<file path="src/rtl/instruction_fetch_stage_pkg.sv">
// +----------------------------------------------------------------------------+
// | instruction_fetch_stage_pkg : shared widths, NOP encoding and FSM states   |
// | Rev 1.0                                                                    |
// +----------------------------------------------------------------------------+
`default_nettype none

package instruction_fetch_stage_pkg;

  localparam int WORD_WIDTH = 32;
  localparam logic [WORD_WIDTH-1:0] NOP_INSTR = 32'h0000_0000;

  typedef enum logic [0:0] {
    ST_FETCH = 1'b0,
    ST_HOLD  = 1'b1
  } fetch_state_e;

endpackage

`default_nettype wire

</file>
<file path="src/rtl/instruction_fetch_stage_if_id_register.sv">
// +----------------------------------------------------------------------------+
// | instruction_fetch_stage_if_id_register : IF/ID pipeline register with      |
// | flush (NOP insert), load and bubble controls.  Rev 1.0                     |
// +----------------------------------------------------------------------------+
`default_nettype none

module instruction_fetch_stage_if_id_register
  import instruction_fetch_stage_pkg::*;
(
  input  logic                  clk,
  input  logic                  rst,
  input  logic                  load_i,
  input  logic                  flush_i,
  input  logic                  bubble_i,
  input  logic [WORD_WIDTH-1:0] instr_i,
  input  logic [WORD_WIDTH-1:0] pc_plus4_i,
  output logic                  valid_o,
  output logic [WORD_WIDTH-1:0] instr_o,
  output logic [WORD_WIDTH-1:0] pc_plus4_o
);

  logic                  valid_q, valid_d;
  logic [WORD_WIDTH-1:0] instr_q, instr_d;
  logic [WORD_WIDTH-1:0] pc_plus4_q, pc_plus4_d;

  // Flush outranks load so a redirect always leaves a NOP behind.
  always_comb begin
    valid_d    = valid_q;
    instr_d    = instr_q;
    pc_plus4_d = pc_plus4_q;
    if (flush_i) begin
      valid_d = 1'b0;
      instr_d = NOP_INSTR;
    end else if (load_i) begin
      valid_d    = 1'b1;
      instr_d    = instr_i;
      pc_plus4_d = pc_plus4_i;
    end else if (bubble_i) begin
      valid_d = 1'b0;
    end
  end

  always_ff @(posedge clk or posedge rst) begin
    if (rst) begin
      valid_q    <= 1'b0;
      instr_q    <= NOP_INSTR;
      pc_plus4_q <= '0;
    end else begin
      valid_q    <= valid_d;
      instr_q    <= instr_d;
      pc_plus4_q <= pc_plus4_d;
    end
  end

  assign valid_o    = valid_q;
  assign instr_o    = instr_q;
  assign pc_plus4_o = pc_plus4_q;

endmodule

`default_nettype wire

</file>
<file path="src/rtl/instruction_fetch_stage.sv">
// +----------------------------------------------------------------------------+
// | instruction_fetch_stage : PC, fetch FSM and hold buffer feeding IF/ID.     |
// | Optional IF_PERF_COUNTERS_EN adds fetch/flush counters.  Rev 1.0           |
// +----------------------------------------------------------------------------+
`default_nettype none

module instruction_fetch_stage
  import instruction_fetch_stage_pkg::*;
#(
  parameter logic [WORD_WIDTH-1:0] RESET_PC = 32'h0000_0000,
  parameter logic [WORD_WIDTH-1:0] PC_STEP  = 32'd4
) (
  input  logic                  clk,
  input  logic                  rst,
  input  logic                  stall_i,
  input  logic                  branch_taken_i,
  input  logic [WORD_WIDTH-1:0] branch_target_i,
  output logic                  imem_req_o,
  output logic [WORD_WIDTH-1:0] imem_addr_o,
  input  logic                  imem_ready_i,
  input  logic [WORD_WIDTH-1:0] imem_rdata_i,
  output logic                  if_id_valid_o,
  output logic [WORD_WIDTH-1:0] if_id_instr_o,
  output logic [WORD_WIDTH-1:0] if_id_pc_plus4_o
`ifdef IF_PERF_COUNTERS_EN
  ,
  output logic [WORD_WIDTH-1:0] fetch_count_o,
  output logic [WORD_WIDTH-1:0] flush_count_o
`endif
);

  fetch_state_e          state_q, state_d;
  logic [WORD_WIDTH-1:0] pc_q, pc_d;
  logic [WORD_WIDTH-1:0] hold_instr_q, hold_instr_d;
  logic [WORD_WIDTH-1:0] hold_pc4_q, hold_pc4_d;
  logic [WORD_WIDTH-1:0] w_pc_next;
  logic                  w_load, w_flush, w_bubble;
  logic [WORD_WIDTH-1:0] w_ifid_instr, w_ifid_pc4;

  assign w_pc_next = pc_q + PC_STEP;

  always_comb begin
    state_d      = state_q;
    pc_d         = pc_q;
    hold_instr_d = hold_instr_q;
    hold_pc4_d   = hold_pc4_q;
    w_load       = 1'b0;
    w_flush      = 1'b0;
    w_bubble     = 1'b0;
    w_ifid_instr = imem_rdata_i;
    w_ifid_pc4   = w_pc_next;
    if (branch_taken_i) begin
      // Redirect wins over everything; any word returned this cycle is dropped.
      pc_d         = branch_target_i & ~32'h3;
      w_flush      = 1'b1;
      hold_instr_d = NOP_INSTR;
      hold_pc4_d   = '0;
      state_d      = ST_FETCH;
    end else begin
      case (state_q)
        ST_FETCH: begin
          if (imem_ready_i) begin
            if (stall_i) begin
              hold_instr_d = imem_rdata_i;
              hold_pc4_d   = w_pc_next;
              state_d      = ST_HOLD;
            end else begin
              w_load = 1'b1;
              pc_d   = w_pc_next;
            end
          end else if (!stall_i) begin
            w_bubble = 1'b1;
          end
        end
        ST_HOLD: begin
          if (!stall_i) begin
            w_load       = 1'b1;
            w_ifid_instr = hold_instr_q;
            w_ifid_pc4   = hold_pc4_q;
            pc_d         = w_pc_next;
            state_d      = ST_FETCH;
          end
        end
        default: state_d = ST_FETCH;
      endcase
    end
  end

  always_ff @(posedge clk or posedge rst) begin
    if (rst) begin
      state_q      <= ST_FETCH;
      pc_q         <= RESET_PC;
      hold_instr_q <= NOP_INSTR;
      hold_pc4_q   <= '0;
    end else begin
      state_q      <= state_d;
      pc_q         <= pc_d;
      hold_instr_q <= hold_instr_d;
      hold_pc4_q   <= hold_pc4_d;
    end
  end

  // Address and request come straight from registers, so they only move on edges.
  assign imem_req_o  = (state_q == ST_FETCH);
  assign imem_addr_o = {2'b00, pc_q[WORD_WIDTH-1:2]};

  instruction_fetch_stage_if_id_register u_if_id (
    .clk        (clk),
    .rst        (rst),
    .load_i     (w_load),
    .flush_i    (w_flush),
    .bubble_i   (w_bubble),
    .instr_i    (w_ifid_instr),
    .pc_plus4_i (w_ifid_pc4),
    .valid_o    (if_id_valid_o),
    .instr_o    (if_id_instr_o),
    .pc_plus4_o (if_id_pc_plus4_o)
  );

`ifdef IF_PERF_COUNTERS_EN
  logic [WORD_WIDTH-1:0] fetch_cnt_q, flush_cnt_q;
  logic                  w_word_accept;

  assign w_word_accept = !branch_taken_i && (state_q == ST_FETCH) && imem_ready_i;

  always_ff @(posedge clk or posedge rst) begin
    if (rst) begin
      fetch_cnt_q <= '0;
      flush_cnt_q <= '0;
    end else begin
      if (w_word_accept)  fetch_cnt_q <= fetch_cnt_q + 32'd1;
      if (branch_taken_i) flush_cnt_q <= flush_cnt_q + 32'd1;
    end
  end

  assign fetch_count_o = fetch_cnt_q;
  assign flush_count_o = flush_cnt_q;
`endif

endmodule

`default_nettype wire

</file>
<file path="config.mk">
export PLATFORM = sky130hd
export DESIGN_NAME = instruction_fetch_stage
export DESIGN_NICKNAME = d
export VERILOG_FILES = /design/src/rtl/instruction_fetch_stage_pkg.sv /design/src/rtl/instruction_fetch_stage_if_id_register.sv /design/src/rtl/instruction_fetch_stage.sv
export SDC_FILE = /design/constraint.sdc
export NUM_CORES = 1
export LEC_CHECK = 0
export BUFFER_PORTS_ARGS = -buffer_cell sky130_fd_sc_hd__buf_4
export CAP_MARGIN = 40
export CORE_AREA = 2 2 126 158
export CTS_CLUSTER_DIAMETER = 40
export CTS_CLUSTER_SIZE = 28
export DETAILED_ROUTE_END_ITERATION = 7
export DIE_AREA = 0 0 128 160
export PLACE_DENSITY = 0.71
export SYNTH_ARGS = -nofsm -noshare
export SYNTH_HDL_FRONTEND = slang
export SYNTH_SLANG_ARGS = --single-unit
</file>
<file path="constraint.sdc">
create_clock -name clk -period 4.6 [get_ports clk]
set_input_delay 0.23 -clock clk [delete_from_list [all_inputs] [get_ports clk]]
set_output_delay 0.23 -clock clk [all_outputs]
set_load 0.05 [all_outputs]
</file>
==> results_tabular.tex, run 1 <==
\begin{tabular}{lr}
\hline
Metric & Value \\
\hline
\multicolumn{2}{l}{\textbf{Floorplan}} \\
Row cnt & 57 \\
Starting density of the core & 0.389 \\
Die area & 20500 sq um \\
Count of boundary I/O pins & 167 \\
Horiz. Die Dim & 128 um \\
Core Footprint & 19100 sq um \\
Die H & 160 um \\
\multicolumn{2}{l}{\textbf{Worst hold path}} \\
Worst hold path class & input pin to flop \\
\multicolumn{2}{l}{\textbf{Route}} \\
Wirelength per Cell & 17.1 um \\
Via count & 6240 \\
DR vias/cell & 5.37 \\
Wirelength, routed & 19.9 mm \\
Count of unresolved DRC violations after routing & 0 \\
Violation count after the first detailed-routing iteration & 457 \\
Post-route ant nets & 0 \\
DR pass1 iterations & 5 \\
\multicolumn{2}{l}{\textbf{Clocking}} \\
Number of clock sinks & 160 \\
Deepest level of the CTS H-tree & 4 \\
Clk pin slew, worst setup/hold paths & 70 ps \\
Root buffer cell & sky130\_fd\_sc\_hd\_\_clkbuf\_16 \\
Clock tree from TritonCTS & built \\
Quantity of hold-fixing buffers added after cts & 3 \\
Clock buffer depth & 2 \\
Number of setup buffers added after CTS & 0 \\
Clock insertion delay at the later pin of the skew report & 430 ps \\
Number of resized instances in the post-cts repair step & 0 \\
Clock buffers created by TritonCTS & 17 \\
\multicolumn{2}{l}{\textbf{Place}} \\
GP Congestion & 0.825 \\
Half-perimeter wire length after placement & 13.5 mm \\
Total of buffers placed on input and output ports & 162 \\
\multicolumn{2}{l}{\textbf{Synthesis}} \\
Top\_reg\_cell synth & sky130\_fd\_sc\_hd\_\_dfrtp\_1 \\
Multiplexer area fraction after synthesis & 0.00269 \\
Number of different library cells in the post-synthesis netlist & 44 \\
Simple-gate portion of the synthesized area & 0.181 \\
Adder and majority cell fraction of the synthesized area & 0.00168 \\
Flops \& latches, synth & 160 \\
Post-synthesis instance area & 7440 sq um \\
Synth area leader & sky130\_fd\_sc\_hd\_\_dfrtp\_1 \\
Xor-xnor portion of the synthesized cell area & 0.0624 \\
Sequential element share of the synthesized area & 0.538 \\
Number of synthesized flops with an enable pin & 0 \\
Dominant combinational cell family by area after synthesis & simple AND/OR/NAND/NOR gates \\
Post-synth top area share & 0.538 \\
Post-synthesis async set-or-reset flop share & 1.00 \\
Avg Cell Area, Syn & 9.59 sq um \\
Compound-cell area share of the yosys netlist & 0.175 \\
Yosys warns & 0 \\
Cells after synthesis & 776 \\
Ranking of synthesized cells by area & sky130\_fd\_sc\_hd\_\_dfrtp\_1, sky130\_fd\_sc\_hd\_\_nand2\_1, sky130\_fd\_sc\_hd\_\_o21ai\_0 \\
\multicolumn{2}{l}{\textbf{STA}} \\
Actual slew at the worst max-slew pin & 863 ps \\
Final count of pins violating max slew & 0 \\
Worst clock skew & 10.9 ps \\
Maximum operating frequency & 423 MHz \\
Number of failing setup endpoints in the final timing report & 0 \\
Relative max-transition margin & 0.422 \\
Setup repair after global routing missed its margin & false \\
Number of hold-slack violations in the final timing report & 0 \\
Post-route fraction of the period consumed by the critical path & 0.514 \\
Final setup TNS & 0 ps \\
Final period demand of the worst path & 2360 ps \\
\multicolumn{2}{l}{\textbf{Setup path}} \\
Critical path launch point type & flop \\
Largest fanout of any net on the critical path & 13 \\
FF-to-FF setup slack & 2240 ps \\
CP top delay family & simple AND/OR/NAND/NOR gates \\
Data required time at the worst endpoint & 4900 ps \\
Category of the most critical setup path & flop to flop \\
Number of buffer and inverter stages on the critical path & 0 \\
CP max-delay cell & sky130\_fd\_sc\_hd\_\_nor3\_2 \\
Worst-path cell chain & nand4\_1 > nor3\_2 > a31oi\_1 > o31ai\_1 > o21ai\_0 \\
Worst Setup End Kind & flop \\
CP arrival & 2670 ps \\
Delay of the slowest critical-path stage & 790 ps \\
\multicolumn{2}{l}{\textbf{Finish}} \\
Final antenna diode count & 0 \\
Area growth from synthesis to layout & 29.1\% \\
Nets@finish & 985 \\
Share of layout cells above drive strength 1 & 0.241 \\
Filler instances & 1804 \\
\multicolumn{2}{l}{\textbf{Global routing}} \\
Maximum number of pins on one net before global-route repair & 79 \\
GR Util All Layers & 0.201 \\
Number of global-route vias before repair & 6155 \\
First-pass GRT wire length & 32.7 mm \\
Grt ovf & 0 \\
Global-route track usage on met2 & 0.327 \\
Met3 track demand over resource & 0.0355 \\
Most crowded layer after global routing & met2 \\
Global routing usage on met1 & 0.273 \\
Antenna violations before repair & 0 \\
\multicolumn{2}{l}{\textbf{Outcome}} \\
Status & finished clean \\
\multicolumn{2}{l}{\textbf{Job}} \\
Maximum Capacitance Violations & 0 \\
\multicolumn{2}{l}{\textbf{Power and ir drop}} \\
Static Leakage & 4.40 nW \\
Worst voltage drop across the vdd grid & 263 uV \\
Total design power & 4.09 mW \\
Ratio of total power to cell area & 426 nW/um\^{}2 \\
\hline
\end{tabular}
kinds of logic (layout without fill, tap and decap cells):
logic type / count (synthesis) / count (layout)
and+or+nand+nor: 298 / 298
AOI/OAI and AO/OA: 192 / 192
DFF: 160 / 160
buffers and inverters: 69 / 219
xor gates and xnor gates: 53 / 53
muxes: 2 / 2
adders and majority gates: 1 / 1
other: 1 / 2
cells in the mapped netlist, types with 3 or more instances:
cell,instances
sky130_fd_sc_hd__nor2b_1,3
sky130_fd_sc_hd__nor4_1,3
sky130_fd_sc_hd__buf_2,15
sky130_fd_sc_hd__nor2_1,56
sky130_fd_sc_hd__nand2_1,155
sky130_fd_sc_hd__o21ai_0,81
sky130_fd_sc_hd__and4_1,7
sky130_fd_sc_hd__a22oi_1,14
sky130_fd_sc_hd__and2_1,8
sky130_fd_sc_hd__a22o_1,40
sky130_fd_sc_hd__o31ai_1,3
sky130_fd_sc_hd__nor3_2,3
sky130_fd_sc_hd__inv_1,6
sky130_fd_sc_hd__o21ai_1,4
sky130_fd_sc_hd__buf_1,6
sky130_fd_sc_hd__a31oi_1,4
sky130_fd_sc_hd__a21oi_1,7
sky130_fd_sc_hd__a311oi_1,31
sky130_fd_sc_hd__nand4_1,16
sky130_fd_sc_hd__and3_1,11
sky130_fd_sc_hd__clkbuf_1,39
sky130_fd_sc_hd__xor2_1,31
sky130_fd_sc_hd__xnor2_1,22
sky130_fd_sc_hd__dfrtp_1,160
sky130_fd_sc_hd__nor3_1,8
sky130_fd_sc_hd__nand3_1,20
flip-flops by register name, summed over array words and instances (netlist names):
name                count
hold_instr_q           32
hold_pc4_q             32
pc_q                   30
state_q                 1
u_if_id.instr_o        32
u_if_id.pc_plus4_o     32
u_if_id.valid_o         1
path summary, 6_finish.rpt:
path | from | to | cells past startpoint
setup / recovery | pc_q[12] | u_if_id.pc_plus4_o[25] | 5
hold / removal | branch_target_i[22] | pc_q[22] | 3
setup reg to reg | pc_q[12] | u_if_id.pc_plus4_o[25] | 5
hold reg to reg | hold_pc4_q[22] | hold_pc4_q[22] | 2
max in group asynchronous | rst | u_if_id.pc_plus4_o[15] | 5
min in group asynchronous | rst | hold_instr_q[5] | 3
metal layers:
layer	routed length, um	vias up	share of wire
li1	-	3006	-
met1	9030	3004	0.45
met2	9590	206	0.48
met3	997	24	0.050
met4	329	0	0.016
met5	0	-	0
layout make-up:
| class | count | area, sq um | share of cell area |
|---|---|---|---|
| flip-flops and latches | 160 | 4000 | 0.417 |
| multi-input cells | 548 | 3180 | 0.331 |
| repair buffers | 182 | 1450 | 0.151 |
| clock buffers | 21 | 460 | 0.0479 |
| well taps | 236 | 295 | 0.0307 |
| clock inverters | 10 | 184 | 0.0191 |
| inverters | 6 | 27.5 | 0.00287 |
placed cells by master, fill, tap and decap left out, types with 7 or more instances in the layout:
cell type	synthesis	final
sky130_fd_sc_hd__buf_4	2	171
sky130_fd_sc_hd__dfrtp_1	160	160
sky130_fd_sc_hd__nand2_1	155	155
sky130_fd_sc_hd__o21ai_0	81	81
sky130_fd_sc_hd__nor2_1	56	55
sky130_fd_sc_hd__a22o_1	40	40
sky130_fd_sc_hd__xor2_1	31	31
sky130_fd_sc_hd__a311oi_1	31	31
sky130_fd_sc_hd__xnor2_1	22	22
sky130_fd_sc_hd__nand3_1	20	20
sky130_fd_sc_hd__clkbuf_16	0	17
sky130_fd_sc_hd__nand4_1	16	16
sky130_fd_sc_hd__a22oi_1	14	14
sky130_fd_sc_hd__and3_1	11	11
sky130_fd_sc_hd__nor3_1	8	8
sky130_fd_sc_hd__and4_1	7	7
sky130_fd_sc_hd__and2_1	8	7
worst register-to-register path, cell delays in order (launching register included):
cell                      delay, ps
sky130_fd_sc_hd__dfrtp_1        520
sky130_fd_sc_hd__nand4_1        290
sky130_fd_sc_hd__nor3_2         790
sky130_fd_sc_hd__a31oi_1        270
sky130_fd_sc_hd__o31ai_1        280
sky130_fd_sc_hd__o21ai_0         90
where the power goes:
part / total [mW] / internal [mW] / switching [mW] / leakage, nW
Sequential: 1.64 / 1.53 / 0.112 / 2.09
Clock: 1.55 / 0.988 / 0.562 / 0.309
Combinational: 0.901 / 0.285 / 0.616 / 2.00
metrics by stage:
step | cell area (sq um) | std cells | setup WS, ps | hold WS, ps | utilization
3_5_place_dp | 8920 | 1128 | 2310 | 223 | 0.467
4_1_cts | 9600 | 1162 | 2280 | 0.226 | 0.502
5_1_grt | 9610 | 1163 | 2020 | 8.27 | 0.503
2_1_floorplan | 7450 | 777 | 50.1 | 347 | -
3_3_place_gp | 8790 | 1121 | 1910 | 439 | 0.460
6_report | 9610 | 1163 | 2240 | 9.28 | 0.503
Power figures use the tool's default switching activity.
==> run 2, diff against run 1 <==
ABC_AREA = 1   (was default)
CORE_AREA = 2 2 133 167   (was 2 2 126 158)
DIE_AREA = 0 0 135 169   (was 0 0 128 160)
clock period = 2.02 ns   (was 4.6 ns; I/O delays follow)
==> run 2 against run 1 <==
Net effect: power up 140%; sequential power grew 130%; worst setup slack worse by 2100 ps; cell count grew 38%; first-iteration DRC count rose by 4.6%; sequential share of layout area fell by 5.9 points; synthesized cell count increased by 43%; clock skew about the same; via count grew 33%; worst hold slack about the same; register-to-register slack got worse by 2100 ps; clock power grew 120%.
==> results_tabular.tex, run 2 <==
\begin{tabular}{lr}
\hline
Metric & Value \\
\hline
\multicolumn{2}{l}{\textbf{Setup path}} \\
Startpoint of the worst-slack reg-to-reg timing path & pc\_q[2] \\
Critical register-to-register path endpoint & u\_if\_id.pc\_plus4\_o[16] \\
Largest fanout of any net on the critical path & 5 (-8) \\
Critical path launch point type & flop \\
CP max-delay cell & sky130\_fd\_sc\_hd\_\_dfrtp\_1 \\
Worst Setup End Kind & flop \\
Worst R2R Path Depth & 11 (+6) \\
CP arrival & 2210 ps (-460 ps) \\
FF-to-FF setup slack & 170 ps (-2060 ps) \\
Worst-path cell chain & ha\_2 > nand2\_2 > nor2\_4 > nand2\_1 > nor2\_1 > nand2\_1 > nand3\_1 > o21ai\_0 > nand2\_1 > nand2\_1 > nand2\_1 \\
Data required time at the worst endpoint & 2380 ps (-2520 ps) \\
Delay of the slowest critical-path stage & 420 ps (-370 ps) \\
Most used cell, CP & sky130\_fd\_sc\_hd\_\_nand2\_1 \\
Category of the most critical setup path & flop to flop \\
\multicolumn{2}{l}{\textbf{Floorplan}} \\
Row cnt & 60 (+5.3\%) \\
Count of boundary I/O pins & 167 (unchanged) \\
Die H & 169 um (+5.6\%) \\
Horiz. Die Dim & 135 um (+5.5\%) \\
Die area & 22800 sq um (+11\%) \\
Core Footprint & 21300 sq um (+12\%) \\
Starting density of the core & 0.393 (+0.00341) \\
\multicolumn{2}{l}{\textbf{Outcome}} \\
Status & finished clean \\
\multicolumn{2}{l}{\textbf{Place}} \\
Half-perimeter wire length after placement & 17.4 mm (+29\%) \\
GP Congestion & 0.920 (+12\%) \\
Area of placed instances & 9990 sq um (+12\%) \\
Total of buffers placed on input and output ports & 162 (unchanged) \\
\multicolumn{2}{l}{\textbf{Worst hold path}} \\
Worst hold path startpoint & imem\_rdata\_i[13] \\
Worst hold path depth & 3 (unchanged) \\
Worst-case hold path end point & u\_if\_id.instr\_o[13] \\
Worst hold path class & input pin to flop \\
\multicolumn{2}{l}{\textbf{Finish}} \\
Nets@finish & 1388 (+41\%) \\
FF+latch area & 4010 sq um (about the same) \\
Final antenna diode count & 0 (unchanged) \\
Filler instances & 2060 (+14\%) \\
Final std cell area, no fill & 11200 sq um (+17\%) \\
Share of layout cells above drive strength 1 & 0.194 (-0.0467) \\
Multi-input gate area & 3710 sq um (+17\%) \\
Leading cell type in the layout, fill and taps excluded & sky130\_fd\_sc\_hd\_\_nand2\_1 \\
Share of the core filled with cells in the final layout & 0.525 (+0.0224) \\
Highest-count cells in the layout ignoring fill and taps & sky130\_fd\_sc\_hd\_\_nand2\_1, sky130\_fd\_sc\_hd\_\_buf\_4, sky130\_fd\_sc\_hd\_\_dfrtp\_1 \\
Area growth from synthesis to layout & 33.7\% \\
\multicolumn{2}{l}{\textbf{Clocking}} \\
Clock tree from TritonCTS & built \\
Clk pin slew, worst setup/hold paths & 70 ps (about the same) \\
Clock buffer depth & 2 (unchanged) \\
Number of clock sinks & 160 (unchanged) \\
Clock insertion delay at the later pin of the skew report & 430 ps (about the same) \\
Root buffer cell & sky130\_fd\_sc\_hd\_\_clkbuf\_16 \\
Deepest level of the CTS H-tree & 4 (unchanged) \\
Clock buffers created by TritonCTS & 17 (unchanged) \\
\multicolumn{2}{l}{\textbf{Synthesis}} \\
Sequential element share of the synthesized area & 0.478 (-0.0599) \\
Flops \& latches, synth & 160 (unchanged) \\
Top\_reg\_cell synth & sky130\_fd\_sc\_hd\_\_dfrtp\_1 \\
Avg Cell Area, Syn & 7.54 sq um (-21\%) \\
Post-synthesis async set-or-reset flop share & 1.00 (unchanged) \\
Top cells by instance count after synthesis & sky130\_fd\_sc\_hd\_\_nand2\_1, sky130\_fd\_sc\_hd\_\_dfrtp\_1, sky130\_fd\_sc\_hd\_\_o21ai\_0, sky130\_fd\_sc\_hd\_\_inv\_1, sky130\_fd\_sc\_hd\_\_nand3\_1 \\
Cells after synthesis & 1111 (+43\%) \\
Synth area leader & sky130\_fd\_sc\_hd\_\_dfrtp\_1 \\
Ranking of synthesized cells by area & sky130\_fd\_sc\_hd\_\_dfrtp\_1, sky130\_fd\_sc\_hd\_\_nand2\_1, sky130\_fd\_sc\_hd\_\_o21ai\_0 \\
Yosys warns & 0 (unchanged) \\
Post-synthesis instance area & 8370 sq um (+13\%) \\
Cell with the most instances after synthesis & sky130\_fd\_sc\_hd\_\_nand2\_1 \\
Number of synthesized flops with an enable pin & 0 (unchanged) \\
Post-synth top area share & 0.478 (-0.0599) \\
Number of different library cells in the post-synthesis netlist & 38 (-14\%) \\
\multicolumn{2}{l}{\textbf{STA}} \\
Worst clock skew & 11.0 ps (+0.0617 ps) \\
Actual slew at the worst max-slew pin & 602 ps (-261 ps) \\
Relative max-transition margin & 0.599 (+0.177) \\
Number of failing setup endpoints in the final timing report & 0 (unchanged) \\
Final period demand of the worst path & 1850 ps (-517 ps) \\
Maximum operating frequency & 541 MHz (+28\%) \\
Worst Hold Slack & 9.23 ps (-0.0512 ps) \\
Final setup TNS & 0 ps (unchanged) \\
Post-route fraction of the period consumed by the critical path & 0.915 (+0.401) \\
Number of hold-slack violations in the final timing report & 0 (unchanged) \\
Setup repair after global routing missed its margin & false \\
Final count of pins violating max slew & 0 (unchanged) \\
\multicolumn{2}{l}{\textbf{Route}} \\
DR vias/cell & 5.17 (-3.6\%) \\
Wirelength per Cell & 16.3 um (-5.0\%) \\
Wirelength, routed & 26.2 mm (+31\%) \\
DR pass1 iterations & 6 (+1) \\
Count of unresolved DRC violations after routing & 0 (unchanged) \\
Via count & 8328 (+33\%) \\
Violation count after the first detailed-routing iteration & 478 (+4.6\%) \\
Post-route ant nets & 0 (unchanged) \\
\multicolumn{2}{l}{\textbf{Global routing}} \\
First-pass GRT wire length & 42.2 mm (+29\%) \\
Grt ovf & 0 (unchanged) \\
Maximum number of pins on one net before global-route repair & 108 (+37\%) \\
Number of global-route vias before repair & 8194 (+33\%) \\
Antenna violations before repair & 0 (unchanged) \\
GR Util All Layers & 0.237 (+0.0359) \\
\multicolumn{2}{l}{\textbf{Job}} \\
Maximum Capacitance Violations & 0 (unchanged) \\
\multicolumn{2}{l}{\textbf{Power and ir drop}} \\
Static Leakage & 5.40 nW (+23\%) \\
Worst voltage drop across the vdd grid & 619 uV (+140\%) \\
Ratio of total power to cell area & 880 nW/um\^{}2 (+110\%) \\
\hline
\end{tabular}
-- run 2: changes by cell type after synthesis, sizes merged, moves of 10 or more --
cell,delta
nor3,-11
nand3,+34
a22o,-38
o211ai,+15
nand2,+240
a311oi,-31
o22ai,+10
a22oi,+33
xor2,-26
inv,+105
nand4,-16
and3,-11
xnor2,-19
o21ai,+73
-- run 2: worst max-delay path by stage --
| stage | start | end | cells past startpoint |
|---|---|---|---|
| after floorplan | rst | hold_instr_q[0] | 1 |
| after global placement | pc_q[3] | u_if_id.pc_plus4_o[22] | 12 |
| after detailed placement | pc_q[3] | u_if_id.pc_plus4_o[22] | 12 |
| after CTS | pc_q[3] | u_if_id.pc_plus4_o[22] | 12 |
| after global routing | pc_q[2] | u_if_id.pc_plus4_o[16] | 11 |
| final | pc_q[2] | u_if_id.pc_plus4_o[16] | 11 |
-- run 2: kinds of logic after synthesis --
family	synth area share
other	0.000448
and+or+nand+nor	0.252
AOI/OAI and AO/OA	0.177
xor gates and xnor gates	0.00837
adders and majority gates	0.00149
buffers and inverters	0.0826
DFF	0.478
-- run 2: stage by stage --
| step | power [mW] | std cells | worst slack, ps |
|---|---|---|---|
| 3_3_place_gp | 6.43 | 1518 | 189 |
| 4_1_cts | 9.92 | 1609 | 105 |
| 6_report | 9.86 | 1610 | 172 |
| 3_5_place_dp | 6.47 | 1518 | 153 |
| 2_1_floorplan | 5.51 | 1112 | -110 |
| 5_1_grt | 10.3 | 1610 | 11.4 |
-- run 2: critical path: cells and delay by family (launching register included) --
kind	cells	cell delay, ps
flip-flops	1	420
AO/OA/AOI/OAI	1	120
AND/OR/NAND/NOR	9	1000
adder cells (fa/ha/maj)	1	230
-- run 2: area by class of cell --
| type | instances | area share |
|---|---|---|
| sequential | 160 | 0.358 |
| clock inverter | 13 | 0.0135 |
| clock buffer | 19 | 0.0405 |
| multi-input combinational | 779 | 0.332 |
| tap | 279 | 0.0312 |
| inverter | 111 | 0.0376 |
| timing repair buffer | 249 | 0.188 |
-- run 2: routing by layer --
layer	vias up	part of all wire	GRT usage
li1	4026	-	-
met4	0	0.042	0.112
met2	277	0.49	0.401
met1	3968	0.41	0.291
met5	-	0	0
met3	57	0.061	0.0449
-- run 2: repair_timing --
action | 4_1_cts | 5_1_grt
setup buffers | 0 | 1
hold endpoints to repair | 70 | 0
setup endpoints to repair | 0 | 7
hold buffers | 59 | 0
gates resized for setup | 0 | 3
-- run 2: where the power goes --
part,switching (mW),internal [mW]
Clock,1.43,1.91
Sequential,0.260,3.53
Combinational,1.87,0.855
Total,3.56,6.30
==> run 3, diff against run 2 <==
--- a/config.mk
+++ b/config.mk
@@ -15,3 +15,3 @@
 export DIE_AREA = 0 0 135 169
-export PLACE_DENSITY = 0.71
+export PLACE_DENSITY = 0.62
 export SYNTH_ARGS = -nofsm -noshare
==> constraint.sdc (replaced) <==
create_clock -name clk -period 2.02 [get_ports clk]
set_input_delay 0.303 -clock clk [delete_from_list [all_inputs] [get_ports clk]]
set_output_delay 0.303 -clock clk [all_outputs]
set_load 0.05 [all_outputs]
==> run 3 against run 2 <==
Net effect: cell count is 3.6% lower; worst hold slack better by 82 ps; utilization is 2.9 points lower; non-clock buffer count is 58 lower; die area stayed put; critical path depth is 1 higher; clock power is 3% lower; global-route usage is 0.38 points lower; combinational power is 4% lower; register-to-register slack hardly changed; largest power group unchanged.
==> results_tabular.tex, run 3 (synthesis results as in run 2) <==
\begin{tabular}{lr}
\hline
Metric & Value \\
\hline
\multicolumn{2}{l}{\textbf{Outcome}} \\
Status & finished clean \\
\multicolumn{2}{l}{\textbf{Place}} \\
GP Congestion & 0.875 (-4.9\%) \\
Total of buffers placed on input and output ports & 162 (unchanged) \\
Worst setup slack after placement & 186 ps (+32.4 ps) \\
Area of placed instances & 9980 sq um (about the same) \\
Half-perimeter wire length after placement & 18.0 mm (+3.4\%) \\
\multicolumn{2}{l}{\textbf{Floorplan}} \\
Horiz. Die Dim & 135 um (unchanged) \\
Die H & 169 um (unchanged) \\
Starting density of the core & 0.393 (unchanged) \\
Row cnt & 60 (unchanged) \\
Die area & 22800 sq um (unchanged) \\
Count of boundary I/O pins & 167 (unchanged) \\
Core Footprint & 21300 sq um (unchanged) \\
\multicolumn{2}{l}{\textbf{Clocking}} \\
Clk pin slew, worst setup/hold paths & 70 ps (about the same) \\
Number of clock sinks & 160 (unchanged) \\
Clock buffers created by TritonCTS & 17 (unchanged) \\
Clock tree from TritonCTS & built \\
Root buffer cell & sky130\_fd\_sc\_hd\_\_clkbuf\_16 \\
Clock buffer depth & 2 (unchanged) \\
Deepest level of the CTS H-tree & 4 (unchanged) \\
Clock insertion delay at the later pin of the skew report & 430 ps (about the same) \\
\multicolumn{2}{l}{\textbf{Power and ir drop}} \\
Clock group share of total power & 0.337 (-0.003) \\
Cell Int Power & 6.16 mW (-2.2\%) \\
Worst voltage drop across the vdd grid & 592 uV (-4.5\%) \\
Net switching component of the power & 3.47 mW (-2.5\%) \\
Sequential power share & 0.393 (+0.009) \\
Static Leakage & 5.13 nW (-4.9\%) \\
Power share of the combinational group & 0.270 (-0.006) \\
Ratio of total power to cell area & 911 nW/um\^{}2 (+3.4\%) \\
Switch share & 0.360 (-0.000752) \\
Total design power & 9.63 mW (-2.3\%) \\
\multicolumn{2}{l}{\textbf{Finish}} \\
Final antenna diode count & 0 (unchanged) \\
Share of the core filled with cells in the final layout & 0.496 (-0.0290) \\
Highest-count cells in the layout ignoring fill and taps & sky130\_fd\_sc\_hd\_\_nand2\_1, sky130\_fd\_sc\_hd\_\_buf\_4, sky130\_fd\_sc\_hd\_\_dfrtp\_1 \\
Area growth from synthesis to layout & 26.3\% \\
Share of layout cells above drive strength 1 & 0.200 (+0.00569) \\
Leading cell type in the layout, fill and taps excluded & sky130\_fd\_sc\_hd\_\_nand2\_1 \\
Nets@finish & 1330 (-4.2\%) \\
Final std cell area, no fill & 10600 sq um (-5.5\%) \\
\multicolumn{2}{l}{\textbf{STA}} \\
Setup repair after global routing missed its margin & false \\
Actual slew at the worst max-slew pin & 662 ps (+59.8 ps) \\
Worst setup slack after layout & 162 ps (-10.1 ps) \\
Number of failing setup endpoints in the final timing report & 0 (unchanged) \\
Maximum operating frequency & 538 MHz (-0.54\%) \\
Number of hold-slack violations in the final timing report & 0 (unchanged) \\
Final count of pins violating max slew & 0 (unchanged) \\
Relative max-transition margin & 0.558 (-0.0405) \\
Final period demand of the worst path & 1860 ps (+10.1 ps) \\
Worst clock skew & 10.4 ps (-0.550 ps) \\
Post-route fraction of the period consumed by the critical path & 0.920 (+0.00498) \\
\multicolumn{2}{l}{\textbf{Setup path}} \\
Worst Setup End Kind & flop \\
Category of the most critical setup path & flop to flop \\
Worst R2R Path Depth & 12 (+1) \\
CP arrival & 2170 ps (-40 ps) \\
Data required time at the worst endpoint & 2340 ps (-40 ps) \\
Startpoint of the worst-slack reg-to-reg timing path & pc\_q[2] \\
FF-to-FF setup slack & 160 ps (about the same) \\
Largest fanout of any net on the critical path & 5 (unchanged) \\
Critical path launch point type & flop \\
Critical register-to-register path endpoint & u\_if\_id.pc\_plus4\_o[22] \\
\multicolumn{2}{l}{\textbf{Worst hold path}} \\
Worst hold path class & input pin to flop \\
Worst hold path startpoint & branch\_target\_i[4] \\
Worst-case hold path end point & pc\_q[4] \\
Worst hold path depth & 3 (unchanged) \\
\multicolumn{2}{l}{\textbf{Route}} \\
Violation count after the first detailed-routing iteration & 458 (-4.2\%) \\
DR pass1 iterations & 5 (-1) \\
Wirelength, routed & 25.8 mm (-1.6\%) \\
Count of unresolved DRC violations after routing & 0 (unchanged) \\
Post-route ant nets & 0 (unchanged) \\
DR vias/cell & 5.06 (-2.2\%) \\
Wirelength per Cell & 16.6 um (+2.0\%) \\
Via count & 7852 (-5.7\%) \\
\multicolumn{2}{l}{\textbf{Global routing}} \\
Grt ovf & 0 (unchanged) \\
GR Util All Layers & 0.233 (-0.00381) \\
Maximum number of pins on one net before global-route repair & 84 (-22\%) \\
Antenna violations before repair & 0 (unchanged) \\
Number of global-route vias before repair & 7725 (-5.7\%) \\
First-pass GRT wire length & 41.3 mm (-2.1\%) \\
\multicolumn{2}{l}{\textbf{Job}} \\
Maximum Capacitance Violations & 0 (unchanged) \\
\hline
\end{tabular}
-- run 3: cell types whose count changed in the layout (fill, tap and decap cells not counted), moves of 2 or more --
cell                            previous run  this run
sky130_fd_sc_hd__dlygate4sd3_1            59         1
sky130_fd_sc_hd__inv_6                     5         1
sky130_fd_sc_hd__clkbuf_1                  0         2
sky130_fd_sc_hd__clkinvlp_4                2         4
-- run 3: how the worst max path moves through the flow --
stage / to / cells after the start / startpoint / slack, ps
finish: u_if_id.pc_plus4_o[22] / 12 / pc_q[2] / 160
global route: u_if_id.pc_plus4_o[22] / 12 / pc_q[2] / 4
CTS: u_if_id.pc_plus4_o[24] / 12 / pc_q[2] / 160
detailed placement: u_if_id.pc_plus4_o[24] / 12 / pc_q[2] / 190
global placement: u_if_id.pc_plus4_o[24] / 12 / pc_q[2] / 210
floorplan: hold_instr_q[0] / 1 / rst / -310
-- run 3: area by class of cell --
| class | count | area, sq um |
|---|---|---|
| sequential | 160 | 4000 |
| fill | 2175 | 10700 |
| clock inverter | 12 | 136 |
| inverter | 111 | 420 |
| timing repair buffer | 191 | 1510 |
| multi-input combinational | 779 | 3710 |
| clock buffer | 20 | 447 |
| tap | 279 | 349 |
-- run 3: power by group through the flow --
stage / combinational [mW] / sequential, mW / clock, mW
floorplan: 0.829 / 4.69 / 0
global placement: 2.60 / 3.84 / 0
detailed placement: 2.62 / 3.84 / 0
CTS: 2.63 / 3.79 / 3.29
global route: 2.81 / 3.83 / 3.44
finish: 2.60 / 3.78 / 3.24
-- run 3: critical path, cell delays in order (launching register included) --
cell and delay (ps):
sky130_fd_sc_hd__dfrtp_1 410, sky130_fd_sc_hd__ha_1 240, sky130_fd_sc_hd__nand2_2 90, sky130_fd_sc_hd__nor2_4 150
sky130_fd_sc_hd__nand2_2 120, sky130_fd_sc_hd__nor2_4 190, sky130_fd_sc_hd__nand2_1 70, sky130_fd_sc_hd__nand2_1 130
sky130_fd_sc_hd__nand3_1 90, sky130_fd_sc_hd__nand2_1 90, sky130_fd_sc_hd__nand2_1 50, sky130_fd_sc_hd__nand2_1 60
sky130_fd_sc_hd__nand2_1 40
-- run 3: metrics by stage --
step	instances	hold slack [ps]	setup TNS, ps
2_1_floorplan	1112	430	-49890
3_5_place_dp	1519	251	0
4_1_cts	1552	85.0	0
3_3_place_gp	1519	248	0
5_1_grt	1552	92.0	0
6_report	1552	91.2	0
-- run 3: metal layers --
metal  share of wire  global-route usage
met5               0                   0
met3           0.059              0.0569
met4           0.030              0.0820
met2            0.49               0.388
met1            0.42               0.295
-- run 3: what timing repair did --
| item | 4_1_cts | 5_1_grt |
|---|---|---|
| hold buffers | 1 | 0 |
| setup buffers | 0 | 0 |
| gates resized for setup | 0 | 1 |
| hold endpoints to repair | 3 | 0 |
| endpoints found under the setup margin | 0 | 2 |
